$ cat config.mk
export PLATFORM = sky130hd
export DESIGN_NAME = ethernet_tx_frame
export DESIGN_NICKNAME = d
export VERILOG_FILES = /design/src/rtl/ethernet_tx_frame.sv
export SDC_FILE = /design/constraint.sdc
export NUM_CORES = 1
export LEC_CHECK = 0
export CAP_MARGIN = 20
export CORE_MARGIN = 3
export CORE_UTILIZATION = 55
export DETAILED_ROUTE_END_ITERATION = 8
export GPL_ROUTABILITY_DRIVEN = 0
export MAX_ROUTING_LAYER = met4
export PLACE_DENSITY = 0.74
export SETUP_SLACK_MARGIN = 0.5
export SYNTH_ARGS = -nofsm -noshare
export SYNTH_HDL_FRONTEND = slang
export SYNTH_SLANG_ARGS = --single-unit
$ cat constraint.sdc
create_clock -name i_tx_clk -period 2.8 [get_ports i_tx_clk]
set_clock_uncertainty 0.2 [all_clocks]
set_input_delay 0.56 -clock i_tx_clk [delete_from_list [all_inputs] [get_ports i_tx_clk]]
set_output_delay 0.56 -clock i_tx_clk [all_outputs]
set_load 0.02 [all_outputs]
$ cat src/rtl/ethernet_tx_frame.sv
// ethernet_tx_frame
// GMII transmit-side frame builder. Accepts a DA..payload byte stream over
// valid/ready. Emits preamble, SFD, the data, an optional zero pad, the CRC-32
// FCS and an inter-frame gap on the GMII TX pins.
// Configuration macro: ETH_TX_PAD_EN. When it is defined, frames shorter than
// MIN_LEN are zero-padded. When it is undefined, the FCS always follows the
// last data byte.
// All GMII pins are registered: a byte chosen in cycle N is on the pins at N+1.
module ethernet_tx_frame #(
  parameter int MIN_LEN    = 60,
  parameter int MAX_LEN    = 1514,
  parameter int IFG_CYCLES = 12
) (
  input  logic       i_tx_clk,
  input  logic       i_rst_n,
  input  logic [7:0] i_s_data,
  input  logic       i_s_valid,
  input  logic       i_s_last,
  output logic       o_s_ready,
  output logic       o_tx_en,
  output logic       o_tx_er,
  output logic [7:0] o_tx_d,
  output logic [2:0] o_fsm_state,
  output logic       o_underrun
);

  typedef enum logic [2:0] {
    ST_IDLE = 3'd0,
    ST_PRE  = 3'd1,
    ST_SFD  = 3'd2,
    ST_DATA = 3'd3,
    ST_PAD  = 3'd4,
    ST_FCS  = 3'd5,
    ST_IFG  = 3'd6,
    ST_DROP = 3'd7
  } state_t;

  localparam logic [10:0] MIN_CNT = 11'(MIN_LEN);
  localparam logic [10:0] MAX_CNT = 11'(MAX_LEN);

  // The IDLE cycle that precedes every preamble also shows tx_en=0 on the
  // pins. The IFG state therefore lasts one cycle less than IFG_CYCLES.
  // This makes the gap seen on the pins exactly IFG_CYCLES when frames are
  // queued back to back.
  localparam int          IFG_STATE_CYCLES = (IFG_CYCLES > 1) ? IFG_CYCLES - 1 : 1;
  localparam logic [7:0]  IFG_LAST         = 8'(IFG_STATE_CYCLES - 1);
  localparam logic [7:0]  PRE_LAST         = 8'd6;
  localparam logic [7:0]  FCS_LAST         = 8'd3;
  localparam logic [31:0] CRC_INIT         = 32'hFFFF_FFFF;
  localparam logic [31:0] CRC_POLY_REFL    = 32'hEDB8_8320;

  state_t      state_q, state_d;
  logic [10:0] cnt_q, cnt_d;        // DA..payload(+pad) bytes sent so far
  logic [7:0]  ph_q, ph_d;          // cycle counter inside PRE / FCS / IFG
  logic [31:0] crc_q, crc_d;        // reflected CRC-32 running remainder
  logic        tx_en_q, tx_en_d;
  logic        tx_er_q, tx_er_d;
  logic [7:0]  tx_d_q, tx_d_d;
  logic        underrun_q, underrun_d;
  logic [31:0] fcs_word;

  // One byte of the reflected CRC-32 (LSB-first bit order, as on the wire).
  function automatic logic [31:0] crc_byte(input logic [31:0] crc_in,
                                           input logic [7:0]  data_in);
    logic [31:0] r;
    r = crc_in ^ {24'd0, data_in};
    for (int i = 0; i < 8; i++) begin
      r = r[0] ? ((r >> 1) ^ CRC_POLY_REFL) : (r >> 1);
    end
    return r;
  endfunction

  assign fcs_word    = ~crc_q;
  assign o_s_ready   = (state_q == ST_DATA) || (state_q == ST_DROP);
  assign o_fsm_state = state_q;
  assign o_tx_en     = tx_en_q;
  assign o_tx_er     = tx_er_q;
  assign o_tx_d      = tx_d_q;
  assign o_underrun  = underrun_q;

  // Next-state logic, plus the pin values chosen for the following cycle.
  always_comb begin
    state_d    = state_q;
    cnt_d      = cnt_q;
    ph_d       = ph_q;
    crc_d      = crc_q;
    tx_en_d    = 1'b0;
    tx_er_d    = 1'b0;
    tx_d_d     = 8'h00;
    underrun_d = 1'b0;

    case (state_q)
      ST_IDLE: begin
        crc_d = CRC_INIT;
        cnt_d = '0;
        ph_d  = '0;
        // The first data byte is not consumed here; it waits for DATA.
        if (i_s_valid) begin
          state_d = ST_PRE;
        end
      end

      ST_PRE: begin
        tx_en_d = 1'b1;
        tx_d_d  = 8'h55;
        if (ph_q == PRE_LAST) begin
          ph_d    = '0;
          state_d = ST_SFD;
        end else begin
          ph_d = ph_q + 8'd1;
        end
      end

      ST_SFD: begin
        tx_en_d = 1'b1;
        tx_d_d  = 8'hD5;
        state_d = ST_DATA;
      end

      ST_DATA: begin
        // A starved stream or an oversize frame aborts the frame. The abort
        // drives one error cycle onto the pins. If the offending byte was the
        // last one, the frame is complete and the rest of the frame is not
        // dropped.
        if ((cnt_q == MAX_CNT) || !i_s_valid) begin
          tx_en_d    = 1'b1;
          tx_er_d    = 1'b1;
          tx_d_d     = 8'h00;
          underrun_d = 1'b1;
          ph_d       = '0;
          state_d    = (i_s_valid && i_s_last) ? ST_IFG : ST_DROP;
        end else begin
          tx_en_d = 1'b1;
          tx_d_d  = i_s_data;
          crc_d   = crc_byte(crc_q, i_s_data);
          cnt_d   = cnt_q + 11'd1;
          if (i_s_last) begin
            ph_d = '0;
`ifdef ETH_TX_PAD_EN
            state_d = ((cnt_q + 11'd1) < MIN_CNT) ? ST_PAD : ST_FCS;
`else
            state_d = ST_FCS;
`endif
          end
        end
      end

      ST_PAD: begin
        // Zero bytes are part of the CRC coverage just like data.
        tx_en_d = 1'b1;
        tx_d_d  = 8'h00;
        crc_d   = crc_byte(crc_q, 8'h00);
        cnt_d   = cnt_q + 11'd1;
        if ((cnt_q + 11'd1) >= MIN_CNT) begin
          ph_d    = '0;
          state_d = ST_FCS;
        end
      end

      ST_FCS: begin
        // The complemented remainder is sent least significant byte first.
        tx_en_d = 1'b1;
        tx_d_d  = fcs_word[{ph_q[1:0], 3'b000} +: 8];
        if (ph_q == FCS_LAST) begin
          ph_d    = '0;
          state_d = ST_IFG;
        end else begin
          ph_d = ph_q + 8'd1;
        end
      end

      ST_IFG: begin
        crc_d = CRC_INIT;
        if (ph_q == IFG_LAST) begin
          ph_d    = '0;
          state_d = ST_IDLE;
        end else begin
          ph_d = ph_q + 8'd1;
        end
      end

      ST_DROP: begin
        // Silently swallow the remainder of an aborted frame.
        if (i_s_valid && i_s_last) begin
          ph_d    = '0;
          state_d = ST_IFG;
        end
      end

      default: begin
        state_d = ST_IDLE;
      end
    endcase
  end

  // State, counters, CRC and the registered GMII pins. Reset clears the pins
  // at once, even in the middle of a frame.
  always_ff @(posedge i_tx_clk or negedge i_rst_n) begin
    if (!i_rst_n) begin
      state_q    <= ST_IDLE;
      cnt_q      <= '0;
      ph_q       <= '0;
      crc_q      <= CRC_INIT;
      tx_en_q    <= 1'b0;
      tx_er_q    <= 1'b0;
      tx_d_q     <= 8'h00;
      underrun_q <= 1'b0;
    end else begin
      state_q    <= state_d;
      cnt_q      <= cnt_d;
      ph_q       <= ph_d;
      crc_q      <= crc_d;
      tx_en_q    <= tx_en_d;
      tx_er_q    <= tx_er_d;
      tx_d_q     <= tx_d_d;
      underrun_q <= underrun_d;
    end
  end

endmodule
==> summary.txt <==
Finish
  • Final Cell Area: between 0.005 and 0.006 mm2
  • # nets final: 586
  • Share of cells above drive strength 1: 30.1%
  • Filler cells: a little under 600
  • Diode count: 0
  • Post-layout util: about 72%
  • Area Growth Syn to Fin: 25.0%

Synthesis
  • YS warnings: 0
  • Yosys reg bits: 64
  • Sequential share of the synthesized area: about a third
  • Synth Cell Area: 0.00477 mm2
  • Syn Area/Cell: between 9 and 10 um2
  • Synth top area cells: dfstp_2, dfrtp_1, xnor2_1, o21ai_0, xor2_1
  • Post-synth EDFFs: 0
  • Post-Syn Nets: 520
  • Cells after synthesis: 504
  • Yosys cell types: 66
  • Cell taking the most area after synthesis: dfstp_2
  • Asr flop ratio synth: between 90% and 100%
  • Dominant synthesized flop cell: dfstp_2
  • Yosys top cell area share: 17.6%

Power
  • Sw Ratio: 47.1%
  • Sequential fraction of design power: 21.6%
  • Worst VDD drop: 0.594 mV
  • Internal Power: approximately 4.6 mW
  • Leak: 2.33 nW
  • Logic gate share of total power: 69.7%
  • Clock power frac: under 10%
  • P_sw: about 4.1 mW
  • PD cells: roughly 1500 mW/mm2

Worst setup path
  • Worst EP required: around 2.9 ns
  • Startpoint types: flip-flop
  • Worst setup EP type: flip-flop
  • CP delay by family, top: compound AO/OA/AOI/OAI gates
  • CP max FO: 2
  • R2R Path Start: ph_q[5]
  • Worst path slowest cell: or4_4
  • Buffers & Inverters on Critical Path: 0
  • Largest stage delay, worst path: approximately 0.55 ns
  • Critical path class: flip-flop to flip-flop
  • CP Launch Point: ph_q[5]
  • CP Data Arrival Time: 2.44 ns
  • CP Cell Sequence: or4_4 -> o31ai_4 -> a22o_1 -> o311ai_1 -> a31oi_1 -> mux2_2

Global route
  • GR Util All Layers: between 20 and 30%
  • Largest net degree at the start of global routing: 26
  • Gr ovfl total: 0
  • Vias in the first global route: around 4200
  • Initial antenna violation count: 0
  • First-pass GRT wire length: roughly 22000 um

Timing
  • Fmax achieved: around 0.42 GHz
  • Worst Tran Pin Value: around 0.70 ns
  • Count of final setup violators: 0
  • Slew headroom: around 53%
  • Setup WS post-layout: 0.416 ns
  • Final worst-path cycle share: a little under nine tenths
  • RSZ-0062 raised after global routing: yes
  • TNS Setup: 0 ns
  • Hold Fails Final Rpt: 0
  • Slew Viols, Final: 0
  • Hold WS: about 0.32 ns
  • Final min period: 2.38 ns

Routing
  • Number of DRC markers in iteration 0: approximately 460
  • Drt pass-1 iters: 6
  • Routed Antenna Nets: 0
  • Average wire per standard cell: 21.3 um
  • Total vias in the final route: between 4000 and 5000
  • Via density: around 6.4
  • DR DRC count: 0
  • Overall routed net length: between 10000 and 15000 um

CTS
  • Clock Sinks: 64
  • Clock-pin transition on the worst setup and hold timing paths: about 0.080 ns
  • Clock Path Buffers: 2
  • H-tree levels: 3
  • TritonCTS clock tree: yes
  • Clk root buf: clkbuf_8
  • Total CTS buffers: 9
  • Worst skew pair latency: between 0.3 and 0.4 ns

Run status
  • Status: finished, final reports clean

Place
  • Hpwl dp: between 9000 and 10000 um
  • Post-Place Worst Slack: about 0.031 ns
  • Port Buffers: 26
  • Placed cell areas: around 0.0052 mm2

Floorplanning
  • Height of the die: around 100 um
  • Initial core utilization: between 50% and 60%
  • Die area: slightly below 0.01 mm2
  • Core area: about 0.0083 mm2
  • Die Span X: around 99 um
  • Num rows: 33
  • Ports: 27

Flow run
  • Maxcap violations: 0

Min path
  • Worst Hold Class: flip-flop to flip-flop
  • Hold path start: crc_q[8]
[cell families after synthesis]
family | count (synthesis) | share of synthesized area (%)
AO/OA/AOI/OAI | 146 | 20.1
XOR/XNOR | 116 | 24.0
buffers and inverters | 44 | 4.43
flip-flops | 64 | 34.4
adder cells (fa/ha/maj) | 4 | 1.05
multiplexers | 11 | 4.51
AND/OR/NAND/NOR | 119 | 11.6
[placed cells by master (no fill, tap or decap), types with 4 or more instances in the layout]
cell and count:
xor2_1 19, nand3_1 5, nand2_1 41, nor3_1 5, nor2b_1 4, dfstp_2 31, mux4_2 7, a221oi_1 6
buf_4 59, dfrtp_1 27, nand4_1 6, dfrtp_2 5, o22ai_1 9, clkdlybuf4s50_1 20, o21a_1 6, o21ai_0 39
xnor2_1 74, a22oi_1 7, xnor2_4 6, a21oi_1 33, inv_1 8, o32ai_1 5, xnor2_2 10, nor2_1 33
clkbuf_8 10, a31oi_1 8
[path summary, 6_finish.rpt]
| path | endpoint | slack, ns | cells past startpoint |
|---|---|---|---|
| min in group asynchronous | o_tx_d[5] | 0.46 | 2 |
| worst min register to register | crc_q[8] | 0.32 | 2 |
| worst min-delay path | crc_q[8] | 0.32 | 2 |
| worst max-delay path | o_fsm_state[1] | 0.42 | 6 |
| max in group asynchronous | crc_q[20] | 1.19 | 3 |
| worst max register to register | o_fsm_state[1] | 0.42 | 6 |
[sequential cells by signal, indices dropped and copies added (netlist names), named ones only]
name,flops
o_underrun,1
ph_q,8
o_tx_en,1
cnt_q,11
crc_q,32
o_tx_d,8
o_fsm_state,2
[per-layer routing]
layer  up-vias  wire (um)  GRT usage (%)  part of all wire (%)
li1       1929          -              -                     -
met1      2105       5640           38.1                    39
met2       266       6770           45.1                    47
met3        73       1330           5.61                   9.2
met4         0        755           12.6                   5.2
met5         -          0              -                     0
[metrics by stage]
step,cells,total power [mW]
detailed placement,631,7.08
global route,680,9.25
CTS,659,8.07
finish,680,8.77
floorplan,504,5.71
global placement,631,6.93
[repair_timing]
item                       4_1_cts  5_1_grt
setup buffers                   10       21
gates cloned                     1        0
setup endpoints to repair       40       36
pin swaps                        7       11
hold endpoints to repair         2        0
resized for setup               26       29
hold buffers                     1        0
[power by group through the flow]
| stage | Sequential, mW | Clock, mW | Combinational, mW |
|---|---|---|---|
| after detailed placement | 1.89 | 0 | 5.19 |
| after floorplan | 1.72 | 0 | 4.00 |
| final | 1.89 | 0.763 | 6.12 |
| after global placement | 1.87 | 0 | 5.06 |
| after CTS | 1.88 | 0.771 | 5.42 |
| after global routing | 1.93 | 0.815 | 6.50 |
[worst register-to-register path, cell delays in order, from the launching register on]
cell,delay [ns]
dfrtp_1,0.40
or4_4,0.55
o31ai_4,0.20
a22o_1,0.20
o311ai_1,0.11
a31oi_1,0.24
mux2_2,0.37
[cell type report]
cell class / instances / area, um2 / area share, %
repair buffers: 91 / 808 / 13.5
inverters: 8 / 30.0 / 0.503
multi-input cells: 396 / 3160 / 53.0
well taps: 105 / 131 / 2.20
clock buffers: 10 / 138 / 2.31
flip-flops and latches: 64 / 1650 / 27.7
clock inverters: 6 / 43.8 / 0.734
[synthesized netlist by cell type, types with 2 or more instances]
cell type,n
a211oi_1,3
a21oi_1,34
a221oi_1,6
a22o_1,2
a22oi_1,7
a311oi_1,2
a31oi_1,8
and2_1,3
and3_1,4
buf_1,2
buf_2,12
buf_4,6
clkbuf_1,14
dfrtp_1,32
dfstp_2,32
ha_1,4
inv_1,8
mux2i_1,2
mux4_2,7
nand2_1,44
nand2b_1,3
nand3_1,6
nand4_1,6
nor2_1,35
nor2b_1,4
nor3_1,5
o211ai_1,2
o21a_1,6
o21ai_0,39
o221ai_1,3
o22a_1,3
o22ai_1,10
o31ai_1,2
o32ai_1,5
or4_1,2
xnor2_1,83
xnor2_2,6
xnor3_1,2
xor2_1,22
xor2_4,2
(Power assumes the default switching activity.)
